===== src/rtl/sysid_read_arbiter.sv =====
// ---------------------------------------------------------------------------
// sysid_read_arbiter
//   Two-master read arbiter in front of a single-word-address system-ID slave
//   (word 0 = ID, word 1 = timestamp). The Nios II data master (m0) and a
//   debug/boot master (m1) share the slave. Reads are serialized with
//   round-robin fairness, and read data is registered towards the winner.
//
//   Optional feature macro: SYSID_ARB_STATS_EN adds saturating per-master
//   counters of completed (acked) grants.
//
// Ports
//   clock, reset        rising-edge clock, asynchronous active-high reset
//   mX_read/mX_address  master X read request (held until waitrequest low)
//   mX_waitrequest      high while master X request is pending
//   mX_readdata         registered read data, valid in the ack cycle
//   s_address/s_readdata  registered address to / data from the slave
//   busy                high whenever the FSM is not idle
//   mX_grant_count      completed grants (SYSID_ARB_STATS_EN only)
// ---------------------------------------------------------------------------
module sysid_read_arbiter #(
  parameter int DATA_W       = 32,
  parameter int READ_LATENCY = 0,
  parameter int CNT_W        = 16
) (
  input  logic              clock,
  input  logic              reset,
  input  logic              m0_read,
  input  logic              m0_address,
  output logic              m0_waitrequest,
  output logic [DATA_W-1:0] m0_readdata,
  input  logic              m1_read,
  input  logic              m1_address,
  output logic              m1_waitrequest,
  output logic [DATA_W-1:0] m1_readdata,
  output logic              s_address,
  input  logic [DATA_W-1:0] s_readdata,
  output logic              busy
`ifdef SYSID_ARB_STATS_EN
  ,
  output logic [CNT_W-1:0]  m0_grant_count,
  output logic [CNT_W-1:0]  m1_grant_count
`endif
);

  typedef enum logic [1:0] {
    IDLE = 2'd0,
    WAIT = 2'd1,
    RESP = 2'd2
  } state_t;

  localparam logic [2:0] LAT = 3'(READ_LATENCY);

  state_t            state_reg, state_next;
  logic              grant_reg;
  logic              rr_last_reg;
  logic              ack0_reg, ack1_reg;
  logic [2:0]        lat_cnt_reg;
  logic              s_address_reg;
  logic [DATA_W-1:0] m0_readdata_reg, m1_readdata_reg;

  logic req0, req1, any_req, grant_now, granted_read;

  // A master is held off from re-arbitration in its own ack cycle: its read
  // is still high there, but that request is the one being completed.
  assign req0    = m0_read & ~ack0_reg;
  assign req1    = m1_read & ~ack1_reg;
  assign any_req = req0 | req1;

  // Single requester wins outright; on a tie the master that did not win last.
  assign grant_now    = (req0 & req1) ? ~rr_last_reg : req1;
  assign granted_read = grant_reg ? m1_read : m0_read;

  assign m0_waitrequest = m0_read & ~ack0_reg;
  assign m1_waitrequest = m1_read & ~ack1_reg;
  assign m0_readdata    = m0_readdata_reg;
  assign m1_readdata    = m1_readdata_reg;
  assign s_address      = s_address_reg;
  assign busy           = (state_reg != IDLE);

  always_ff @(posedge clock or posedge reset) begin
    if (reset) begin
      state_reg <= IDLE;
    end else begin
      state_reg <= state_next;
    end
  end

  always_comb begin
    state_next = state_reg;
    case (state_reg)
      IDLE: begin
        if (any_req) begin
          state_next = (READ_LATENCY > 0) ? WAIT : RESP;
        end
      end
      WAIT: begin
        if (lat_cnt_reg <= 3'd1) begin
          state_next = RESP;
        end
      end
      RESP:    state_next = IDLE;
      default: state_next = IDLE;
    endcase
  end

  always_ff @(posedge clock or posedge reset) begin
    if (reset) begin
      grant_reg       <= 1'b0;
      rr_last_reg     <= 1'b1;
      ack0_reg        <= 1'b0;
      ack1_reg        <= 1'b0;
      lat_cnt_reg     <= 3'd0;
      s_address_reg   <= 1'b0;
      m0_readdata_reg <= '0;
      m1_readdata_reg <= '0;
    end else begin
      ack0_reg <= 1'b0;
      ack1_reg <= 1'b0;
      case (state_reg)
        IDLE: begin
          if (any_req) begin
            grant_reg     <= grant_now;
            s_address_reg <= grant_now ? m1_address : m0_address;
            lat_cnt_reg   <= LAT;
          end
        end
        WAIT: begin
          lat_cnt_reg <= lat_cnt_reg - 3'd1;
        end
        RESP: begin
          // Fairness advances even if the winner abandoned its request.
          rr_last_reg <= grant_reg;
          if (granted_read) begin
            if (grant_reg) begin
              m1_readdata_reg <= s_readdata;
              ack1_reg        <= 1'b1;
            end else begin
              m0_readdata_reg <= s_readdata;
              ack0_reg        <= 1'b1;
            end
          end
        end
        default: ;
      endcase
    end
  end

`ifdef SYSID_ARB_STATS_EN
  logic [CNT_W-1:0] m0_cnt_reg, m1_cnt_reg;

  assign m0_grant_count = m0_cnt_reg;
  assign m1_grant_count = m1_cnt_reg;

  // Counts only reads that were actually acked; saturates at all-ones.
  always_ff @(posedge clock or posedge reset) begin
    if (reset) begin
      m0_cnt_reg <= '0;
      m1_cnt_reg <= '0;
    end else if (state_reg == RESP && granted_read) begin
      if (grant_reg) begin
        if (m1_cnt_reg != '1) m1_cnt_reg <= m1_cnt_reg + CNT_W'(1);
      end else begin
        if (m0_cnt_reg != '1) m0_cnt_reg <= m0_cnt_reg + CNT_W'(1);
      end
    end
  end
`else
`endif

endmodule

===== config.mk =====
export PLATFORM = sky130hd
export DESIGN_NAME = sysid_read_arbiter
export DESIGN_NICKNAME = d
export VERILOG_FILES = /design/src/rtl/sysid_read_arbiter.sv
export SDC_FILE = /design/constraint.sdc
export NUM_CORES = 1
export LEC_CHECK = 0
export CAP_MARGIN = 40
export CORE_MARGIN = 1.5
export CORE_UTILIZATION = 44
export CTS_CLUSTER_DIAMETER = 100
export CTS_CLUSTER_SIZE = 25
export DETAILED_ROUTE_END_ITERATION = 8
export GPL_ROUTABILITY_DRIVEN = 0
export GPL_TIMING_DRIVEN = 0
export PLACE_DENSITY_LB_ADDON = 0.2
export SLEW_MARGIN = 10
export SYNTH_ARGS = -nofsm -noshare
export SYNTH_HDL_FRONTEND = slang
export SYNTH_SLANG_ARGS = --single-unit

===== constraint.sdc =====
create_clock -name clock -period 3.2 [get_ports clock]
set_input_delay 0.8 -clock clock [delete_from_list [all_inputs] [get_ports clock]]
set_output_delay 0.8 -clock clock [all_outputs]
set_load 0.02 [all_outputs]

# Word-level counts from Yosys, hierarchy flattened

Index checks and enable logic that the tools add are counted.

Bits in latches: 0
Input port bits: 38
Memories kept: 0
Word-level logic and storage cells: 45
Output and inout port bits: 68
Bits in writable memories: 0
Register bits after elaboration: 74
Memory bits (read-only): 0

Div/mod/pow operators: 0
$lt $le $gt $ge: 1
Reductions and logical operators: 8
Bitwise logic cells: 8
Mux-type cells: 14
Shifts and indexed selects: 0
Equal/unequal tests: 4
Multiply operators: 0
$add $sub $neg: 1

Operators by type and width:

| cell                  | count |
|---|---|
| $mux W1               | 9 |
| $pmux W3 S2           | 1 |
| $reduce_and A2 Y1     | 3 |
| $reduce_and A3 Y1     | 2 |
| $mux W2               | 2 |
| $ne A2 B2 Y1 const B  | 2 |
| $not A1 Y1            | 4 |
| $pmux W2 S2           | 1 |
| $reduce_bool A2 Y1    | 2 |
| $and A1 B1 Y1         | 3 |
| $le A3 B1 Y1 const B  | 1 |
| $mux W3               | 1 |
| $sub A3 B1 Y3 const B | 1 |
| $eq A2 B1 Y1 const B  | 1 |
| $eq A2 B2 Y1 const B  | 1 |
| $logic_not A2 Y1      | 1 |
| $or A1 B1 Y1          | 1 |

# Depth between registers and ports, before layout

Depth in word-level cells: 5
Depth in mapped cells: 4
Gate-level depth less buffers: 4

# Least setup slack after synthesis

No wires, ideal clock.

Path type: input-to-output
From: in m1_read
To: out m1_waitrequest
Arrival time: 1.038 ns
Stages on the path: 2
Setup slack: 1.362 ns
Path buffers: 0
Required time: 2.400 ns
Cells stage by stage: nand2b_1 > inv_1

Longest elaborated chain between the ends: 1

RTL lines:

| what          | line | RTL |
|---|---|---|
| from (decl)   | 31   | `input logic m1_read,` |
| $and A1 B1 Y1 | 74   | `assign m1_waitrequest = m1_read & ~ack1_reg;` |
| to (decl)     | 33   | `output logic m1_waitrequest,` |

No other way between the ends.

# Final worst setup path

Same ends and word-level chain as after synthesis.

==> run summary <==
The overall die height came out at between 80 and 90 um. The area enclosed by the die boundary came out at 0.00710 sq mm. The library cell appearing most often on the critical path is sky130_fd_sc_hd__clkdlybuf4s50_1.

The final critical path time including I/O delays and setup is approximately 3000 ps. For this block, the initial DRC count from the detailed router was 34. The first global-routing pass estimated a little under 10 mm of wire. The fraction of final layout cells sized beyond drive strength 1 is 0.326. The via count of the first global-routing pass is 1,888.

The top cell types in the final layout, fill and taps aside, are sky130_fd_sc_hd__clkdlybuf4s50_1 (105), sky130_fd_sc_hd__dfrtp_1 (69), sky130_fd_sc_hd__mux2_4 (58). The transition time at the pin with the least slew margin is approximately 330 ps. The total buffers and inverters traversed by the critical path is 3.

The residual antenna-violating net count after detailed routing is 0. Leaving out fill and tap cells, the most frequent cell in the layout is sky130_fd_sc_hd__clkdlybuf4s50_1. The maximum clock insertion buffer count came out at 2. The number of CTS-inserted buffers came out at 9. Synthesis inferred 70 register bits. The repair_antennas step left the layout with diodes totalling 0. In the finished design, the share of the clock period the worst path needs comes to 0.936.

The worst clock skew came out at 4.06 ps. Across the VDD grid, the largest voltage drop is 642 uV. The final routed wirelength across all metal layers is roughly 5.8 mm. The overall power of the completed layout came out at between 4 and 5 mW.

Dividing the detail-routed wire length by the instance count gives 16.3 um. The number of H-tree levels came out at 3. The post-synth net total is 198.

The count of standard-cell rows is 29. The number of buffers added for setup after CTS is 0. At the worst endpoint, the arrival time is 2200 ps.

The total power divided by cell area is around 1100 mW/mm^2. The post-synthesis sequential area ratio came out at 0.603. The region available for standard cell placement spans roughly 0.0063 sq mm.

For this configuration, the core starts out at a cell density of 0.458. STA puts the critical path data required time at 2400 ps. The critical path is of the in2out type. The number of antenna violations at the first check in global routing came out at 0.

The number of library cell types mapped by synthesis came out at 18. The tree is rooted in a sky130_fd_sc_hd__clkbuf_8. The leftover overflow at the end of global routing came out at 0.

The remaining routing DRC violations is 0. The finished layout holds 356 standard cells, fillers aside. The combined global-route utilization of all metal layers came out at 0.177. The I/O pin count is about 110. STA classifies the critical path startpoint as an input pin. The post-cts resize count came out at 0.

The clock input transition at the sequential cells of the worst setup and hold paths came out at 60 ps. The Yosys step of the flow raised 0 warnings. The number of port buffers is between 100 and 150. The count of nets after finishing came out at 315. The number of vias in the routed layout came out at between 1,500 and 2,000. The maximum fanout along the worst path is 3. The area growth from synthesis to layout is 46.1%. The signal on the critical path passes through clkdlybuf4s50_1 -> nand2b_1 -> inv_1 -> clkdlybuf4s50_1. The number of optimization iterations in the first detailed-route pass came out at 4. The largest net degree at the start of global routing came out at 66. The TritonCTS clock tree is built. The family with the most delay on the worst path is buffers and inverters. Setup repair after global routing left no endpoint under its margin.

The width of the die is 84.3 um. The post-cts hold buffer count is 0. The slowest stage of the critical path belongs to the cell sky130_fd_sc_hd__clkdlybuf4s50_1.

The worst slew margin relative to its limit is 0.779. In this run, placement finished with an instance count of about 340. The total of fill cells in the finished design is 448. The number of max-capacitance violations reported came out at 0. The area of the mapped netlist is around 0.0029 sq mm. The count of mapped cells out of synthesis came out at 160. STA classifies the critical path endpoint as a primary output. The total count of max-transition violations in the final report was 0. The hold slack is 509 ps. The path class of the tightest hold or removal check is reg2reg. The average size of a mapped cell is 18.2 sq um.

The half-perimeter wire length of the detailed placement result is roughly 4 mm. For this design the static power due to leakage is just over 2 nW. The run finished with clean final reports. The insertion delay of the later-clocked pin in the worst-skew pair came out at 330 ps. On the worst path, the slowest cell contributes a delay of 600 ps. For this design, the sink count on the clock tree is 70.

The fmax came out at 0.334 GHz. The number of vias per cell came out at 4.86. Setup violations remaining at the end of the flow were counted as 0. The number of endpoints with negative hold slack in the final report came out at 0.
==> area by class of cell <==
| class | instances | area [sq um] | share of cell area |
|---|---|---|---|
| clock buffer | 11 | 151 | 0.0357 |
| multi-input combinational | 77 | 1050 | 0.249 |
| timing repair buffer | 106 | 1080 | 0.254 |
| inverter | 6 | 25.0 | 0.00590 |
| sequential | 70 | 1750 | 0.413 |
| tap | 77 | 96.3 | 0.0227 |
| buffer | 7 | 75.1 | 0.0177 |
| clock inverter | 2 | 10.0 | 0.00236 |
==> metal layers <==
metal  GRT usage  part of all wire  vias to the layer above
met5           0                 0                        -
met4      0.0715            0.0083                        0
met3      0.0590             0.076                        6
met2       0.264              0.46                       69
met1       0.239              0.45                      871
li1            -                 -                      785
==> logic make-up (layout without fill, tap and decap cells) <==
logic type / after synthesis / count (layout) / share of synthesized area
simple gates: 7 / 7 / 0.0233
buf+inv: 13 / 132 / 0.0336
mux: 65 / 65 / 0.327
flops: 70 / 70 / 0.603
compound gates: 5 / 5 / 0.0129
==> power by group <==
part           internal (mW)  switching [mW]  total, mW
Combinational           1.38           0.971       2.35
Sequential              1.33           0.261       1.59
Clock                  0.308           0.288      0.596
==> cell usage after synthesis <==
library cell	count	area (sq um)
sky130_fd_sc_hd__a21boi_0	1	7.51
sky130_fd_sc_hd__a21oi_1	1	5.00
sky130_fd_sc_hd__a221o_1	1	10.0
sky130_fd_sc_hd__and3b_1	1	8.76
sky130_fd_sc_hd__buf_4	1	7.51
sky130_fd_sc_hd__buf_6	6	67.6
sky130_fd_sc_hd__dfrtp_1	69	1730
sky130_fd_sc_hd__dfstp_2	1	26.3
sky130_fd_sc_hd__inv_1	5	18.8
sky130_fd_sc_hd__inv_2	1	3.75
sky130_fd_sc_hd__mux2_2	7	78.8
sky130_fd_sc_hd__mux2_4	58	871
sky130_fd_sc_hd__nand2_1	1	3.75
sky130_fd_sc_hd__nand2b_1	2	12.5
sky130_fd_sc_hd__nand3_4	2	35.0
sky130_fd_sc_hd__nand3b_1	1	7.51
sky130_fd_sc_hd__o22a_1	1	8.76
sky130_fd_sc_hd__o22ai_1	1	6.26
==> worst paths after layout <==
path	start	endpoint	slack (ps)	cells after the start
min	m0_readdata[27]	m0_readdata[27]	510	1
min reg2reg	m0_readdata[27]	m0_readdata[27]	510	1
min in group asynchronous	reset	m0_readdata[20]	710	2
max	m1_read	m1_waitrequest	200	4
max reg2reg	state_reg[1]	m0_readdata[8]	1900	4
max in group asynchronous	reset	rr_last_reg	1940	3
==> stage by stage <==
step / TNS (ps) / setup WS [ps] / utilization / area [sq um]
floorplan: 0 / 633 / - / 2910
global placement: -37910 / -552 / 0.638 / 4050
detailed placement: 0 / 205 / 0.643 / 4080
CTS: 0 / 198 / 0.668 / 4240
global route: 0 / 161 / 0.668 / 4240
finish: 0 / 204 / 0.668 / 4240
No activity file was read; power rests on OpenSTA's default activity.
